## src/rtl/pyramid_bram_arbiter.sv

```systemverilog
`default_nettype none
// =============================================================================
// pyramid_bram_arbiter : shares BRAM port B between pyramid builder and UART dumper
// Optional macro PYR_ARB_FIXED_PRIO_EN : fixed req0 priority instead of round-robin
// Revision : 1.0
// =============================================================================
module pyramid_bram_arbiter #(
   parameter int BIT_DEPTH  = 8,
   parameter int RAM_DEPTH  = 320*180,
   parameter int RD_LATENCY = 2
) (
   input  logic                          clk_100mhz,
   input  logic                          sys_rst_n,
   input  logic                          req0_valid,
   input  logic                          req0_we,
   input  logic [$clog2(RAM_DEPTH)-1:0]  req0_addr,
   input  logic [BIT_DEPTH-1:0]          req0_wdata,
   output logic                          req0_ready,
   output logic                          req0_rvalid,
   input  logic                          req1_valid,
   input  logic [$clog2(RAM_DEPTH)-1:0]  req1_addr,
   output logic                          req1_ready,
   output logic                          req1_rvalid,
   output logic [BIT_DEPTH-1:0]          rdata,
   output logic                          addr_err,
   output logic [$clog2(RAM_DEPTH)-1:0]  addrb,
   output logic [BIT_DEPTH-1:0]          dinb,
   output logic                          web,
   output logic                          enb,
   input  logic [BIT_DEPTH-1:0]          doutb
);

   localparam int                ADDR_W    = $clog2(RAM_DEPTH);
   localparam int                PIPE_W    = RD_LATENCY + 1;
   localparam logic [ADDR_W:0]   RANGE_LIM = (ADDR_W+1)'(RAM_DEPTH);

   logic                  w_grant0;
   logic                  w_grant1;
   logic                  w_accept;
   logic                  w_in_range;
   logic                  w_issue;
   logic                  w_sel_we;
   logic [ADDR_W-1:0]     w_sel_addr;
   logic                  w_ret_vld;
   logic                  w_ret_own;

   logic                  enb_q,         enb_d;
   logic                  web_q,         web_d;
   logic [ADDR_W-1:0]     addrb_q,       addrb_d;
   logic [BIT_DEPTH-1:0]  dinb_q,        dinb_d;
   logic                  addr_err_q,    addr_err_d;
   logic [PIPE_W-1:0]     tag_vld_q,     tag_vld_d;
   logic [PIPE_W-1:0]     tag_own_q,     tag_own_d;
   logic                  req0_rvalid_q, req0_rvalid_d;
   logic                  req1_rvalid_q, req1_rvalid_d;
   logic [BIT_DEPTH-1:0]  rdata_q,       rdata_d;

`ifdef PYR_ARB_FIXED_PRIO_EN
   always_comb begin
      w_grant0 = 1'b0;
      w_grant1 = 1'b0;
      if (sys_rst_n) begin
         w_grant0 = req0_valid;
         w_grant1 = req1_valid && !req0_valid;
      end
   end
`else
   // rr_q = 1 means req1 holds the turn on the next contention
   logic rr_q, rr_d;

   always_comb begin
      w_grant0 = 1'b0;
      w_grant1 = 1'b0;
      if (sys_rst_n) begin
         if (req0_valid && req1_valid) begin
            w_grant0 = !rr_q;
            w_grant1 = rr_q;
         end else begin
            w_grant0 = req0_valid;
            w_grant1 = req1_valid;
         end
      end
   end

   always_comb begin
      rr_d = rr_q;
      if (req0_valid && req1_valid) begin
         rr_d = w_grant0;
      end
   end

   always_ff @(posedge clk_100mhz) begin
      if (!sys_rst_n) begin
         rr_q <= 1'b0;
      end else begin
         rr_q <= rr_d;
      end
   end
`endif

   always_comb begin
      w_accept   = w_grant0 | w_grant1;
      w_sel_addr = w_grant0 ? req0_addr : req1_addr;
      w_sel_we   = w_grant0 & req0_we;
      w_in_range = ({1'b0, w_sel_addr} < RANGE_LIM);
      w_issue    = w_accept & w_in_range;
      w_ret_vld  = tag_vld_q[PIPE_W-1];
      w_ret_own  = tag_own_q[PIPE_W-1];
   end

   always_comb begin
      enb_d         = w_issue;
      web_d         = w_issue & w_sel_we;
      addrb_d       = w_issue ? w_sel_addr : addrb_q;
      dinb_d        = (w_issue && w_grant0) ? req0_wdata : dinb_q;
      addr_err_d    = w_accept & !w_in_range;
      // Read tags march alongside the BRAM latency; the last stage lines up with doutb
      tag_vld_d     = {tag_vld_q[PIPE_W-2:0], w_issue & !w_sel_we};
      tag_own_d     = {tag_own_q[PIPE_W-2:0], w_grant1};
      req0_rvalid_d = w_ret_vld & !w_ret_own;
      req1_rvalid_d = w_ret_vld & w_ret_own;
      rdata_d       = w_ret_vld ? doutb : rdata_q;
   end

   always_ff @(posedge clk_100mhz) begin
      if (!sys_rst_n) begin
         enb_q         <= 1'b0;
         web_q         <= 1'b0;
         addrb_q       <= '0;
         dinb_q        <= '0;
         addr_err_q    <= 1'b0;
         tag_vld_q     <= '0;
         tag_own_q     <= '0;
         req0_rvalid_q <= 1'b0;
         req1_rvalid_q <= 1'b0;
         rdata_q       <= '0;
      end else begin
         enb_q         <= enb_d;
         web_q         <= web_d;
         addrb_q       <= addrb_d;
         dinb_q        <= dinb_d;
         addr_err_q    <= addr_err_d;
         tag_vld_q     <= tag_vld_d;
         tag_own_q     <= tag_own_d;
         req0_rvalid_q <= req0_rvalid_d;
         req1_rvalid_q <= req1_rvalid_d;
         rdata_q       <= rdata_d;
      end
   end

   assign req0_ready  = w_grant0;
   assign req1_ready  = w_grant1;
   assign enb         = enb_q;
   assign web         = web_q;
   assign addrb       = addrb_q;
   assign dinb        = dinb_q;
   assign addr_err    = addr_err_q;
   assign req0_rvalid = req0_rvalid_q;
   assign req1_rvalid = req1_rvalid_q;
   assign rdata       = rdata_q;

endmodule
`default_nettype wire
```

## config.mk

```make
export PLATFORM = sky130hd
export DESIGN_NAME = pyramid_bram_arbiter
export DESIGN_NICKNAME = d
export VERILOG_FILES = /design/src/rtl/pyramid_bram_arbiter.sv
export SDC_FILE = /design/constraint.sdc
export NUM_CORES = 1
export LEC_CHECK = 0
export CAP_MARGIN = 5
export CELL_PAD_IN_SITES_DETAIL_PLACEMENT = 1
export CELL_PAD_IN_SITES_GLOBAL_PLACEMENT = 1
export CORE_ASPECT_RATIO = 1.2
export CORE_UTILIZATION = 32
export CTS_BUF_LIST = sky130_fd_sc_hd__clkbuf_4
export CTS_CLUSTER_DIAMETER = 50
export DETAILED_ROUTE_END_ITERATION = 12
export HOLD_SLACK_MARGIN = 0.08
export PLACE_DENSITY = 0.95
export SLEW_MARGIN = 25
export SYNTH_ARGS = -nofsm -noshare
export SYNTH_HDL_FRONTEND = slang
export SYNTH_SLANG_ARGS = --single-unit
```

## constraint.sdc

```tcl
create_clock -name clk_100mhz -period 5.6 [get_ports clk_100mhz]
set_input_delay 0.84 -clock clk_100mhz [delete_from_list [all_inputs] [get_ports clk_100mhz]]
set_output_delay 0.84 -clock clk_100mhz [all_outputs]
set_load 0.02 [all_outputs]
```

# Word level (Yosys, flattened, before mapping)
# Index checks and enable logic that the tools add are counted.
# op_classes
n_lt_le_gt_ge	1
n_mux	5
bitwise_logic	8
n_reduce_logical	6
# op_table
operator	count
$lt A16 B16 Y1 const B	1
$mux W16	1
$and A1 B1 Y1	7
$logic_not A1 Y1	4
$mux W1	4
$logic_and A1 B1 Y1	2
$or A1 B1 Y1	1
# word_totals
reg_bits	44
in_bits	53
output_inout_bits	39

# Depth between registers and ports, before layout
# depth
word_depth	7
mapped_depth	9

# Worst setup path after synthesis
# No wires, ideal clock.
# synth_path
path_type	input -> output
from	in sys_rst_n
to	out req0_ready
arrival_ns	1.933
path_slack_ns	2.827
stages	6
n_path_buf	3
cell_sequence	buf_2 > and2_1 > clkbuf_1 > nand2_1 > inv_2 > clkbuf_1
# synth_via
elab_chain_len	1
# synth_rtl
element	line_no	source
from (decl)	13	input logic sys_rst_n,
$mux W1	74	if (sys_rst_n) begin
to (decl)	18	output logic req0_ready,
# No other way between the ends.

# Final worst setup path
# Same ends and word-level chain as after synthesis.

==> summary.md <==
| Metric | Value |
|---|---|
| Status | `finished clean` |
| Leakage | `~1.1 nW` |
| Unrepaired setup endpoints after global routing | `no` |
| Slew @ Worst Pin | `906.3 ps` |
| Cts hold-fix bufs | `0` |
| Layout area overhead | `53.32%` |
| Post-Route Setup TNS | `0 ps` |
| Endpoints failing setup | `0` |
| Antenna viol nets, final | `0` |
| Crit path max-delay family | `buffers and inverters` |
| Slew headroom | `0.3957` |
| Compound-Gate Fraction of Synth Area | `0.2096` |
| Dpl hpwl | `3880 µm` |
| CTS tree | `yes` |
| Die Height | `85.70 µm` |
| Worst Hold Launch | `tag_own_q[2]` |
| Highest-count cells in the layout ignoring fill and taps | `clkdlybuf4s50_1 (90), dfxtp_1 (44), mux2i_1 (21)` |
| Drt wl/cell | `15.38 µm` |
| Via density per instance | `5.056` |
| Residual DRC | `0` |
| Total global routing overflow | `0` |
| Buffers and inverters on the worst path | `4` |
| CP cell instances | `buf_2 > buf_4 > and2_1 > nand2_1 > inv_2 > clkdlybuf4s50_1` |
| Worst-skew pair later-pin latency | `350 ps` |
| Startpoint Class | `input pin` |
| Core area | `5630 µm²` |
| First-pass GRT wire length | `8687 µm` |
| Vias in the first global route | `1,834` |
| Row cnt | `30` |
| Commonest non-fill, non-tap cell in the layout | `clkdlybuf4s50_1` |
| WS Path Type | `input pin to primary output` |
| Setup skew after layout | `8.040 ps` |
| Worst R2R Setup Slack | `roughly 2500 ps` |
| Peak VDD IR | `around 100 µV` |
| Setup Buffers After CTS | `0` |
| Period minus WS final | `4412 ps` |
| Yosys warns | `0` |
| CP max stage cell | `clkdlybuf4s50_1` |
| Worst-case reg-to-reg path depth | `6` |
| Syn Inst Count | `191` |
| Switch share | `0.2649` |
| # IOs | `92` |
| Worst-path fanout max | `55` |
| Adder-cell share of the synthesized area | `0` |
| Final Hold Fails | `0` |
| Crit end category | `primary output` |
| Clock Sinks | `44` |
| Synth area leaders | `dfxtp_1 (47%), mux2i_1 (11%), a21o_1 (5.2%)` |
| Crit path largest cell delay | `approximately 660 ps` |
| WHS Path Cells | `1` |
| Power, Total | `between 0.6 and 0.7 mW` |
| PortBufs | `91` |
| Total routed wirelength | `5230 µm` |
| Initial Util | `0.3318` |
| Largest net degree at the start of global routing | `56` |
| Clock buffer count from CTS | `5` |
| Initial antenna violation count | `0` |
| Area leader, netlist | `dfxtp_1` |
| Worst reg2reg path startpoint | `rr_q` |
| Comb pwr share | `0.214` |
| Ant diodes | `0` |
| Synth cell types | `28` |
| DR pass1 iterations | `4` |
| Worst EP arrival | `3570 ps` |
| Final Max Tran Viols | `0` |
| Simple-gate share of the synthesized area | `0.1340` |
| Initial DRC Count | `between 50 and 60` |
| Net count, final | `328` |
| Root Buffer Master | `clkbuf_4` |
| Clock share of power | `0.294` |
| Capturing point of the worst reg2reg path | `addrb[13]` |
| Post-synthesis xor/xnor area fraction | `0.004689` |
| Global placer's final weighted congestion | `0.7453` |
| Power Density | `241.1 nW/µm²` |
| Sw Pwr | `0.1830 mW` |
| Sequential area share after synthesis | `0.4715` |
| Total GRT Usage | `0.1790` |
| Clock-pin slew on the worst setup and hold paths | `130 ps` |
| Final period util | `0.7878` |
| Worst path required time | `4760 ps` |
| H-tree lvl count | `2` |
| Sequential share of power | `0.492` |
| FMAX | `226.7 MHz` |
| Mapped cell area | `roughly 1900 µm²` |
| Die Width | `roughly 72 µm` |
| CTS resizes | `0` |
| Mux cell area share after synthesis | `0.1306` |
| Syn Nets | `244` |
| Syn avg cell area | `around 10 µm²` |
| Hold Crit Class | `register to register` |
| # fillers | `631` |
| Routed vias | `1,719` |
| Seq cells post-synth | `44` |
| Hold Path Sink | `req0_rvalid` |
| CTS max path bufs | `2` |
| Pint | `0.5076 mW` |
| Post-synth top area share | `0.4715` |
| Max cap viols | `0` |
| Layout cells sized above 1 | `0.07246` |
| Die ar. | `6148 µm²` |
| Largest family of logic cells by synthesized area | `compound AO/OA/AOI/OAI gates` |
-- routing by layer --
metal	vias to the layer above	part of all wire	track usage
li1	842	-	-
met1	818	0.44	0.2181
met2	57	0.50	0.3199
met3	2	0.049	0.03878
met4	0	0.0052	0.04100
met5	-	0	0
-- power groups by stage --
stage	clock (mW)	sequential [mW]	combinational, mW
finish	0.203	0.340	0.148
global placement	0	0.346	0.144
global route	0.224	0.342	0.159
floorplan	0	0.362	0.0552
CTS	0.211	0.340	0.149
detailed placement	0	0.347	0.148
-- stage by stage --
step | std cells | setup slack, ps | area, µm² | utilization | hold WS (ps)
detailed placement | 332 | 1213 | 2780 | 0.4938 | 421.7
global route | 340 | 908.9 | 2864 | 0.5087 | 456.8
floorplan | 191 | 2827 | 1868 | - | 384.0
CTS | 340 | 1206 | 2864 | 0.5087 | 444.2
finish | 340 | 1188 | 2864 | 0.5087 | 440.2
global placement | 332 | 1290 | 2780 | 0.4938 | 397.3
-- how the worst max path moves through the flow --
stage	slack, ps	to	startpoint	depth (start not counted)
floorplan	2830	req0_ready	sys_rst_n	6
global placement	1290	req0_ready	req0_valid	5
detailed placement	1210	req0_ready	sys_rst_n	6
CTS	1210	req0_ready	sys_rst_n	6
global route	910	req0_ready	sys_rst_n	6
finish	1190	req0_ready	sys_rst_n	6
-- cell usage after synthesis, drive strengths merged --
master and number:
a21boi 8, a21o 13, a21oi 4, a221o 1, a22oi 1, and2 6
and3 3, buf 3, clkbuf 12, dfxtp 44, inv 3, mux2 3
mux2i 21, nand2 19, nand3 9, nor2 3, nor2b 8, nor3 1
o211ai 13, o21a 1, o21ai 10, o221a 3, or4 1, xnor2 1
-- registers in the layout (all words and copies together), names as in the netlist, 3 cells and up --
| register | count |
|---|---|
| tag_vld_q | 3 |
| rdata | 8 |
| tag_own_q | 3 |
| dinb | 8 |
| addrb | 16 |
-- kinds of logic after synthesis --
| family | count (synthesis) |
|---|---|
| compound gates | 54 |
| simple gates | 50 |
| flops | 44 |
| mux | 24 |
| buf+inv | 18 |
| xor+xnor | 1 |
-- layout make-up --
class | count | area, µm² | share of cell area
repair buffers | 92 | 913.4 | 0.3189
multi-input cells | 129 | 894.6 | 0.3124
flip-flops and latches | 44 | 880.8 | 0.3076
well taps | 64 | 80.08 | 0.02796
clock inverters | 3 | 46.29 | 0.01616
clock buffers | 5 | 37.54 | 0.01311
inverters | 3 | 11.26 | 0.003932
Power figures use the tool's default switching activity.
